**config.mk**
```make
export PLATFORM = sky130hd
export DESIGN_NAME = complex_vector_unpacker
export DESIGN_NICKNAME = d
export VERILOG_FILES = /design/src/rtl/complex_vector_unpacker.sv
export SDC_FILE = /design/constraint.sdc
export NUM_CORES = 1
export LEC_CHECK = 0
export CORE_AREA = 8 8 424 426
export DETAILED_ROUTE_END_ITERATION = 8
export DIE_AREA = 0 0 432 434
export GPL_TIMING_DRIVEN = 0
export PLACE_DENSITY = 0.67
export SLEW_MARGIN = 5
export SYNTH_ARGS = -nofsm -noshare
export SYNTH_HDL_FRONTEND = slang
export SYNTH_SLANG_ARGS = --single-unit
```
**constraint.sdc**
```tcl
create_clock -name clk -period 13.05 [get_ports clk]
set_input_delay 1.305 -clock clk [delete_from_list [all_inputs] [get_ports clk]]
set_output_delay 1.305 -clock clk [all_outputs]
set_load 0.05 [all_outputs]
```
**src/rtl/complex_vector_unpacker.sv**
```systemverilog
// complex_vector_unpacker
// Captures assembled real/imag vector words from the complex decoder into a
// small FIFO and replays each word as a stream of per-element complex samples
// (real, imag, index) over a valid/ready handshake.
//
// Word layout: the lower half of a captured word is the real vector and the
// upper half is the imaginary vector. Element k sits at slot k in each half.
//
// All outputs come from registered state (FIFO storage, pointers, count and
// the element index). Nothing from in/in_valid reaches the outputs in the
// same cycle.

module complex_vector_unpacker #(
  parameter int no_of_units   = 4,
  parameter int element_width = 64,
  parameter int fifo_depth    = 4,
  localparam int IDX_W  = (no_of_units > 1) ? $clog2(no_of_units) : 1,
  localparam int PTR_W  = $clog2(fifo_depth),
  localparam int CNT_W  = PTR_W + 1,
  localparam int WORD_W = 2 * element_width * no_of_units
) (
  input  logic                     clk,
  input  logic                     rst_n,
  input  logic [WORD_W-1:0]        in,
  input  logic                     in_valid,
  output logic [element_width-1:0] out_real,
  output logic [element_width-1:0] out_imag,
  output logic [IDX_W-1:0]         out_index,
  output logic                     out_valid,
  input  logic                     out_ready,
  output logic                     out_last,
  output logic [CNT_W-1:0]         fifo_count,
  output logic                     overflow
);

  // Typed constants so every comparison is width-matched.
  localparam logic [IDX_W-1:0] LAST_IDX  = IDX_W'(no_of_units - 1);
  localparam logic [IDX_W-1:0] IDX_ZERO  = {IDX_W{1'b0}};
  localparam logic [IDX_W-1:0] IDX_ONE   = IDX_W'(1);
  localparam logic [PTR_W-1:0] PTR_ZERO  = {PTR_W{1'b0}};
  localparam logic [PTR_W-1:0] PTR_ONE   = PTR_W'(1);
  localparam logic [CNT_W-1:0] CNT_ZERO  = {CNT_W{1'b0}};
  localparam logic [CNT_W-1:0] CNT_ONE   = CNT_W'(1);
  localparam logic [CNT_W-1:0] CNT_DEPTH = CNT_W'(fifo_depth);

  // FIFO storage. Left uninitialised on reset: the pointers and count
  // define which entries are live, so stale contents are never observed.
  logic [WORD_W-1:0] mem_q [fifo_depth];

  // Control state.
  logic [PTR_W-1:0] wr_ptr_q, wr_ptr_d;
  logic [PTR_W-1:0] rd_ptr_q, rd_ptr_d;
  logic [CNT_W-1:0] count_q,  count_d;
  logic [IDX_W-1:0] idx_q,    idx_d;
  logic             ovf_q,    ovf_d;

  // Handshake and FIFO decisions for the current cycle.
  logic              valid_s;
  logic              fire_s;
  logic              last_s;
  logic              pop_s;
  logic              push_s;
  logic              drop_s;
  logic [WORD_W-1:0] head_s;

  // Decide transfer, pop, push and drop from registered state plus strobes.
  always_comb begin
    valid_s = (count_q != CNT_ZERO);
    last_s  = (idx_q == LAST_IDX);
    fire_s  = valid_s && out_ready;
    // The head word leaves only when its final element is accepted.
    pop_s   = fire_s && last_s;
    // A full FIFO still takes a strobe when the head pops in the same cycle,
    // since the freed slot is reused on the very same edge.
    push_s  = in_valid && ((count_q < CNT_DEPTH) || pop_s);
    drop_s  = in_valid && !push_s;
  end

  // Next-state for pointers, count, element index and the sticky overflow.
  always_comb begin
    wr_ptr_d = wr_ptr_q;
    rd_ptr_d = rd_ptr_q;
    count_d  = count_q;
    idx_d    = idx_q;
    ovf_d    = ovf_q;

    // Pointers wrap naturally because fifo_depth is a power of two.
    if (push_s) begin
      wr_ptr_d = wr_ptr_q + PTR_ONE;
    end else begin
      wr_ptr_d = wr_ptr_q;
    end

    if (pop_s) begin
      rd_ptr_d = rd_ptr_q + PTR_ONE;
    end else begin
      rd_ptr_d = rd_ptr_q;
    end

    // Element index walks 0..no_of_units-1 per word, advancing on transfer.
    if (fire_s) begin
      if (last_s) begin
        idx_d = IDX_ZERO;
      end else begin
        idx_d = idx_q + IDX_ONE;
      end
    end else begin
      idx_d = idx_q;
    end

    // Occupancy: push and pop together leave the count unchanged.
    case ({push_s, pop_s})
      2'b10:   count_d = count_q + CNT_ONE;
      2'b01:   count_d = count_q - CNT_ONE;
      2'b11:   count_d = count_q;
      default: count_d = count_q;
    endcase

    // Overflow is sticky until reset.
    if (drop_s) begin
      ovf_d = 1'b1;
    end else begin
      ovf_d = ovf_q;
    end
  end

  // Control registers with asynchronous active-low reset.
  always_ff @(posedge clk or negedge rst_n) begin
    if (!rst_n) begin
      wr_ptr_q <= PTR_ZERO;
      rd_ptr_q <= PTR_ZERO;
      count_q  <= CNT_ZERO;
      idx_q    <= IDX_ZERO;
      ovf_q    <= 1'b0;
    end else begin
      wr_ptr_q <= wr_ptr_d;
      rd_ptr_q <= rd_ptr_d;
      count_q  <= count_d;
      idx_q    <= idx_d;
      ovf_q    <= ovf_d;
    end
  end

  // Write an accepted word into the slot at the write pointer.
  always_ff @(posedge clk) begin
    if (push_s) begin
      mem_q[wr_ptr_q] <= in;
    end
  end

  // Select the current element of the head word for presentation.
  always_comb begin
    head_s    = mem_q[rd_ptr_q];
    out_real  = head_s[idx_q * element_width +: element_width];
    out_imag  = head_s[(no_of_units + idx_q) * element_width +: element_width];
    out_index = idx_q;
    out_valid = valid_s;
    out_last  = valid_s && last_s;
    fifo_count = count_q;
    overflow   = ovf_q;
  end

endmodule

```
* After elaboration in Yosys (flattened, before gate mapping) *
Memories as Yosys holds them, arrays and structs flattened.
Cells that the tools add are included.

storage, ports and cells
  register bits = 10
  bits in latches = 0
  memory bits (writable) = 2048
  ROM bits = 0
  input port bits = 516
  output and inout bits = 136
  word-level logic and storage cells = 31
  memories = 1

memories
  name   depth  width  read ports  clocked after Yosys merged registers in  wr ports  RTL line  RTL
  mem_q  4      512    1           0                                        1         48        logic [WORD_W-1:0] mem_q [fifo_depth];

operators by class
  $add $sub $neg = 6
  multiply operators = 0
  divide/modulo/power cells = 0
  $lt $le $gt $ge = 1
  equality and inequality tests = 3
  shift-type cells = 2
  mux-type cells = 4
  bitwise logic cells = 0
  reduce and logical (&&, ||, !) cells = 9

operator list
  kind                                                count
  variable part select 512 x 11 -> 64 bit             1
  variable part select 512 x 9 -> 64 bit              1
  adder 2 x 1 -> 2 bit (second input constant)        3
  case mux 3 bit (2 select lines)                     1
  logical AND 1 bit                                   5
  adder 3 x 2 -> 4 bit (first input constant)         1
  == test 2 bit (second input constant)               2
  adder 3 x 1 -> 3 bit (second input constant)        1
  less-than comparator 3 bit (second input constant)  1
  nonzero test 3 bit                                  1
  subtractor 3 x 1 -> 3 bit (second input constant)   1
  == test 2 x 1 -> 1 bit (second input constant)      1
  two-way mux 1 bit                                   2
  two-way mux 2 bit                                   1
  nonzero test 2 bit                                  1
  zero test 1 bit                                     1
  logical OR 1 bit                                    1

* Logic depth before layout (Yosys ltp) *
  depth after elaboration = 7
  mapped depth = 10
  depth with buffers taken out = 10

* Least setup slack after synthesis *
No wires, ideal clock.

  path kind = input -> register
  from = in out_ready
  to = mem mem_q[0][0] (netlist name), enable pin
  library setup time = 943 ps
  arrival time = 13320 ps
  required time = 12107 ps
  setup slack = -1213 ps
  stages = 3
  path buffers = 0
  cells stage by stage = nand2_1 > a21boi_1 > and2_1

on the way
  cells in the longest elaborated chain, start to end = 6

RTL lines
  what                                     RTL line  RTL
  start, declared                          30        input logic out_ready,
  logical AND 1 bit                        70        fire_s = valid_s && out_ready;
  logical AND 1 bit                        72        pop_s = fire_s && last_s;
  logical OR 1 bit                         75        push_s = in_valid && ((count_q < CNT_DEPTH) || pop_s);
  logical AND 1 bit                        75
  two-way mux 1 bit                        146       if (push_s) begin
  two-way mux 1 bit (implied by the code)  147       mem_q[wr_ptr_q] <= in;
  end, declared                            48

Every way passes these cells.

* Worst setup path in the final report *
  from = reg rd_ptr_q[1]
  to = out out_imag[39]

on the way
  cells in the longest elaborated chain, start to end = 2

RTL lines
  what                                     RTL line  RTL
  start, declared                          52        logic [PTR_W-1:0] rd_ptr_q, rd_ptr_d;
  start signal, assigned                   137       rd_ptr_q <= rd_ptr_d;
  memory read (4 x 512 bit)                -
  variable part select 512 x 11 -> 64 bit  155       out_imag = head_s[(no_of_units + idx_q) * element_width +: element_width];
  end, declared                            27        output logic [element_width-1:0] out_imag,

Every way passes these cells.

==> impl_metrics.env <==
export IMPL_status="finished clean"
export IMPL_initial_utilization_pct=44.8
export IMPL_vias=36400
export IMPL_route_met2_wl_um=106000
export IMPL_final_max_slew_violation_count=0
export IMPL_drive_above_1_share_pct=24.9
export IMPL_antenna_found_initial=97
export IMPL_globalplace_congestion=0.747
export IMPL_cts_buffers=207
export IMPL_avgSynthCellArea_sq_um=25.7
export IMPL_hold_viol_final=0
export IMPL_ys_seq_elements=2058
export IMPL_fin_total_pwr_mw=22.8
export IMPL_cts_setup_buffers=0
export IMPL_max_freq_mhz=154
export IMPL_clock_latency_ns=0.83
export IMPL_yosysUniqueCellTypes=32
export IMPL_skew_ns=0.0310
export IMPL_track_usage_pct=21.1
export IMPL_period_needed_ns=6.50
export IMPL_dp_slack_ns=7.26
export IMPL_vdd_drop_max_mv=0.318
export IMPL_port_buffers=651
export IMPL_first_global_vias=38000
export IMPL_yosysWarnings=0
export IMPL_clk_pin_slew_ns=0.06
export IMPL_finalCritPeriodShare_pct=49.8
export IMPL_placed_cells=6028
export IMPL_via_per_inst=5.63
export IMPL_drt_met1_wl_um=75100
export IMPL_synth_top_area_share_pct=79.5
export IMPL_arrival_ns=5.20
export IMPL_cts_hold_buf=0
export IMPL_grt_max_degree=55
export IMPL_dr_first_iter_drc_count=3397
export IMPL_drc=0
export IMPL_regArea_sq_mm=0.0617
export IMPL_critical_path_startpoint_type="flop"
export IMPL_crit_required_ns=11.74
export IMPL_synthTopCellsByArea="edfxtp_1 79%, mux4_2 17%, mux2i_1 0.62%"
export IMPL_syn_nets=3531
export IMPL_path_max_fanout=10
export IMPL_clock_sinks=2058
export IMPL_wl_per_cell_um=31.1
export IMPL_cts_max_level=4
export IMPL_area_growth_pct=22.5
export IMPL_endpoint_kind="output port"
export IMPL_design_core_area_sq_mm=0.173
export IMPL_crit_type="reg -> out"
export IMPL_hold_class="reg -> reg"
export IMPL_finalNonFillerCells=6470
export IMPL_post_dp_hpwl_um=134000
export IMPL_finalNetCount=4435
export IMPL_top_layer_used="met5"
export IMPL_route_met3_wl_um=12700
export IMPL_io_pins=652
export IMPL_postCtsResizedCells=0
export IMPL_die_h_um=434
export IMPL_cts_tree="done"
export IMPL_clk_path_buf_depth=3
export IMPL_powerDensity_mw_per_mm2=241
export IMPL_fp_dieW_um=432
export IMPL_setup_viol=0
export IMPL_p_leak_nw=29.8
export IMPL_wl_um=201000
export IMPL_place_area_sq_mm=0.0880
export IMPL_yosysTopAreaCell="edfxtp_1"
export IMPL_fillCellCount=12900
export IMPL_setup_slack_ns=6.55
export IMPL_ys_seq_area_share_pct=79.8
export IMPL_multiInputGateArea_sq_mm=0.0149
export IMPL_antenna_left=0
export IMPL_drt_pass1_iter_count=5
export IMPL_rsz0062_at_grt="false"
export IMPL_cap_viol_max_count=0
export IMPL_worst_slew_pin_slew_ns=1.33
export IMPL_core_rowCount=153
export IMPL_relSlewSlack_pct=11.5
export IMPL_grt_first_pass_wirelength_um=282000
export IMPL_synth_area_sq_mm=0.0774
export IMPL_dieArea_sq_mm=0.187
export IMPL_gr_total_overflow=0
export IMPL_design_area_sq_mm=0.0948
export IMPL_synthCells=3008
export IMPL_cts_root_buffer="clkbuf_16"
-- cells in the final DEF, fill, tap and decap left out, drive strengths merged, types with 3 or more instances in the layout --
cell / instances
clkinvlp: 6
ha: 6
xnor2: 3
o221ai: 14
mux4: 596
mux2i: 48
a211oi: 23
edfxtp: 2048
clkbuf: 322
clkinv: 91
a21oi: 26
xor2: 3
bufinv: 18
clkdlybuf4s50: 651
nor2b: 24
dfrtp: 10
and2: 5
buf: 137
a31oi: 4
o22ai: 7
nand2: 20
inv: 16
diode: 57
-- worst paths after layout --
path | slack, ns | cells after the start | startpoint | endpoint
max | 6.55 | 8 | rd_ptr_q[1]$_DFFE_PN0P_ | out_imag[39]
min | 0.49 | 1 | overflow$_DFFE_PN0P_ | overflow$_DFFE_PN0P_
max reg2reg | 9.09 | 7 | out_index[1]$_DFFE_PN0P_ | mem_q[0][143]$_DFFE_PP_
min reg2reg | 0.49 | 1 | overflow$_DFFE_PN0P_ | overflow$_DFFE_PN0P_
max in group asynchronous | 11.76 | 1 | rst_n | fifo_count[1]$_DFFE_PN0P_
min in group asynchronous | 0.87 | 1 | rst_n | out_index[1]$_DFFE_PN0P_
-- sequential cells by signal (all words and copies together), names as in the netlist --
name	cells
mem_q	2048
overflow	1
wr_ptr_q	2
fifo_count	3
out_index	2
rd_ptr_q	2
-- routing by layer --
layer  global-route usage, %  vias to the layer above
li1                        -                    15100
met5                       0                        -
met3                    4.61                      340
met2                    36.6                     1343
met4                    8.64                       28
met1                    25.8                    19600
-- cell type report --
class / count / area share (%)
inverter: 7 / 0.0277
timing repair buffer: 695 / 8.13
clock inverter: 124 / 1.23
multi-input combinational: 789 / 15.7
tap: 2325 / 3.07
sequential: 2058 / 65.2
antenna: 57 / 0.151
clock buffer: 261 / 5.75
buffer: 154 / 0.780
-- critical path, cell delays in order (launching register included) --
cell and delay, ns:
dfrtp_1 0.35, buf_2 0.41, buf_2 0.63, buf_4 0.33, buf_2 0.41, buf_2 0.67
mux2i_1 0.26, a21oi_1 0.39, clkdlybuf4s50_1 0.91
-- cells by family after synthesis --
logic type | share of synthesized area [%]
AOI/OAI and AO/OA | 0.676
muxes | 18.0
xor gates and xnor gates | 0.0679
buffers and inverters | 0.977
adders and majority gates | 0.123
DFF | 79.8
and+or+nand+nor | 0.359
-- metrics by stage --
| stage | hold slack [ns] | TNS [ns] | util, % |
|---|---|---|---|
| finish | 0.487 | 0 | 54.8 |
| global route | 0.510 | 0 | 54.8 |
| CTS | 0.489 | 0 | 54.7 |
| detailed placement | 0.476 | 0 | 50.9 |
| global placement | 0.451 | -8322.22 | 50.2 |
| floorplan | 0.580 | -620.88 | - |
-- power breakdown --
group / total, mW / internal, mW / leakage [nW] / switching [mW]
clock network: 5.78 / 3.31 / 3.22 / 2.47
logic: 8.51 / 3.34 / 7.83 / 5.17
registers: 8.54 / 8.36 / 18.7 / 0.187
-- synthesized netlist by cell type --
| cell type | n |
|---|---|
| a31o_2 | 1 |
| edfxtp_1 | 2048 |
| mux2_2 | 1 |
| mux4_2 | 596 |
| a31oi_1 | 4 |
| inv_2 | 1 |
| o221ai_1 | 14 |
| mux2i_1 | 48 |
| a211oi_1 | 23 |
| nand2b_1 | 1 |
| inv_1 | 6 |
| xor2_1 | 3 |
| buf_2 | 61 |
| and2_1 | 5 |
| buf_4 | 10 |
| or3_1 | 1 |
| buf_1 | 17 |
| o21ai_0 | 1 |
| dfrtp_1 | 10 |
| nand2_1 | 20 |
| nor2_1 | 1 |
| o22ai_1 | 7 |
| a21o_1 | 1 |
| a21boi_1 | 1 |
| xnor2_1 | 3 |
| nor2b_1 | 24 |
| clkbuf_1 | 61 |
| buf_6 | 5 |
| fa_1 | 1 |
| ha_1 | 6 |
| a21oi_1 | 26 |
| nor3_1 | 1 |
Power figures use the tool's default switching activity.
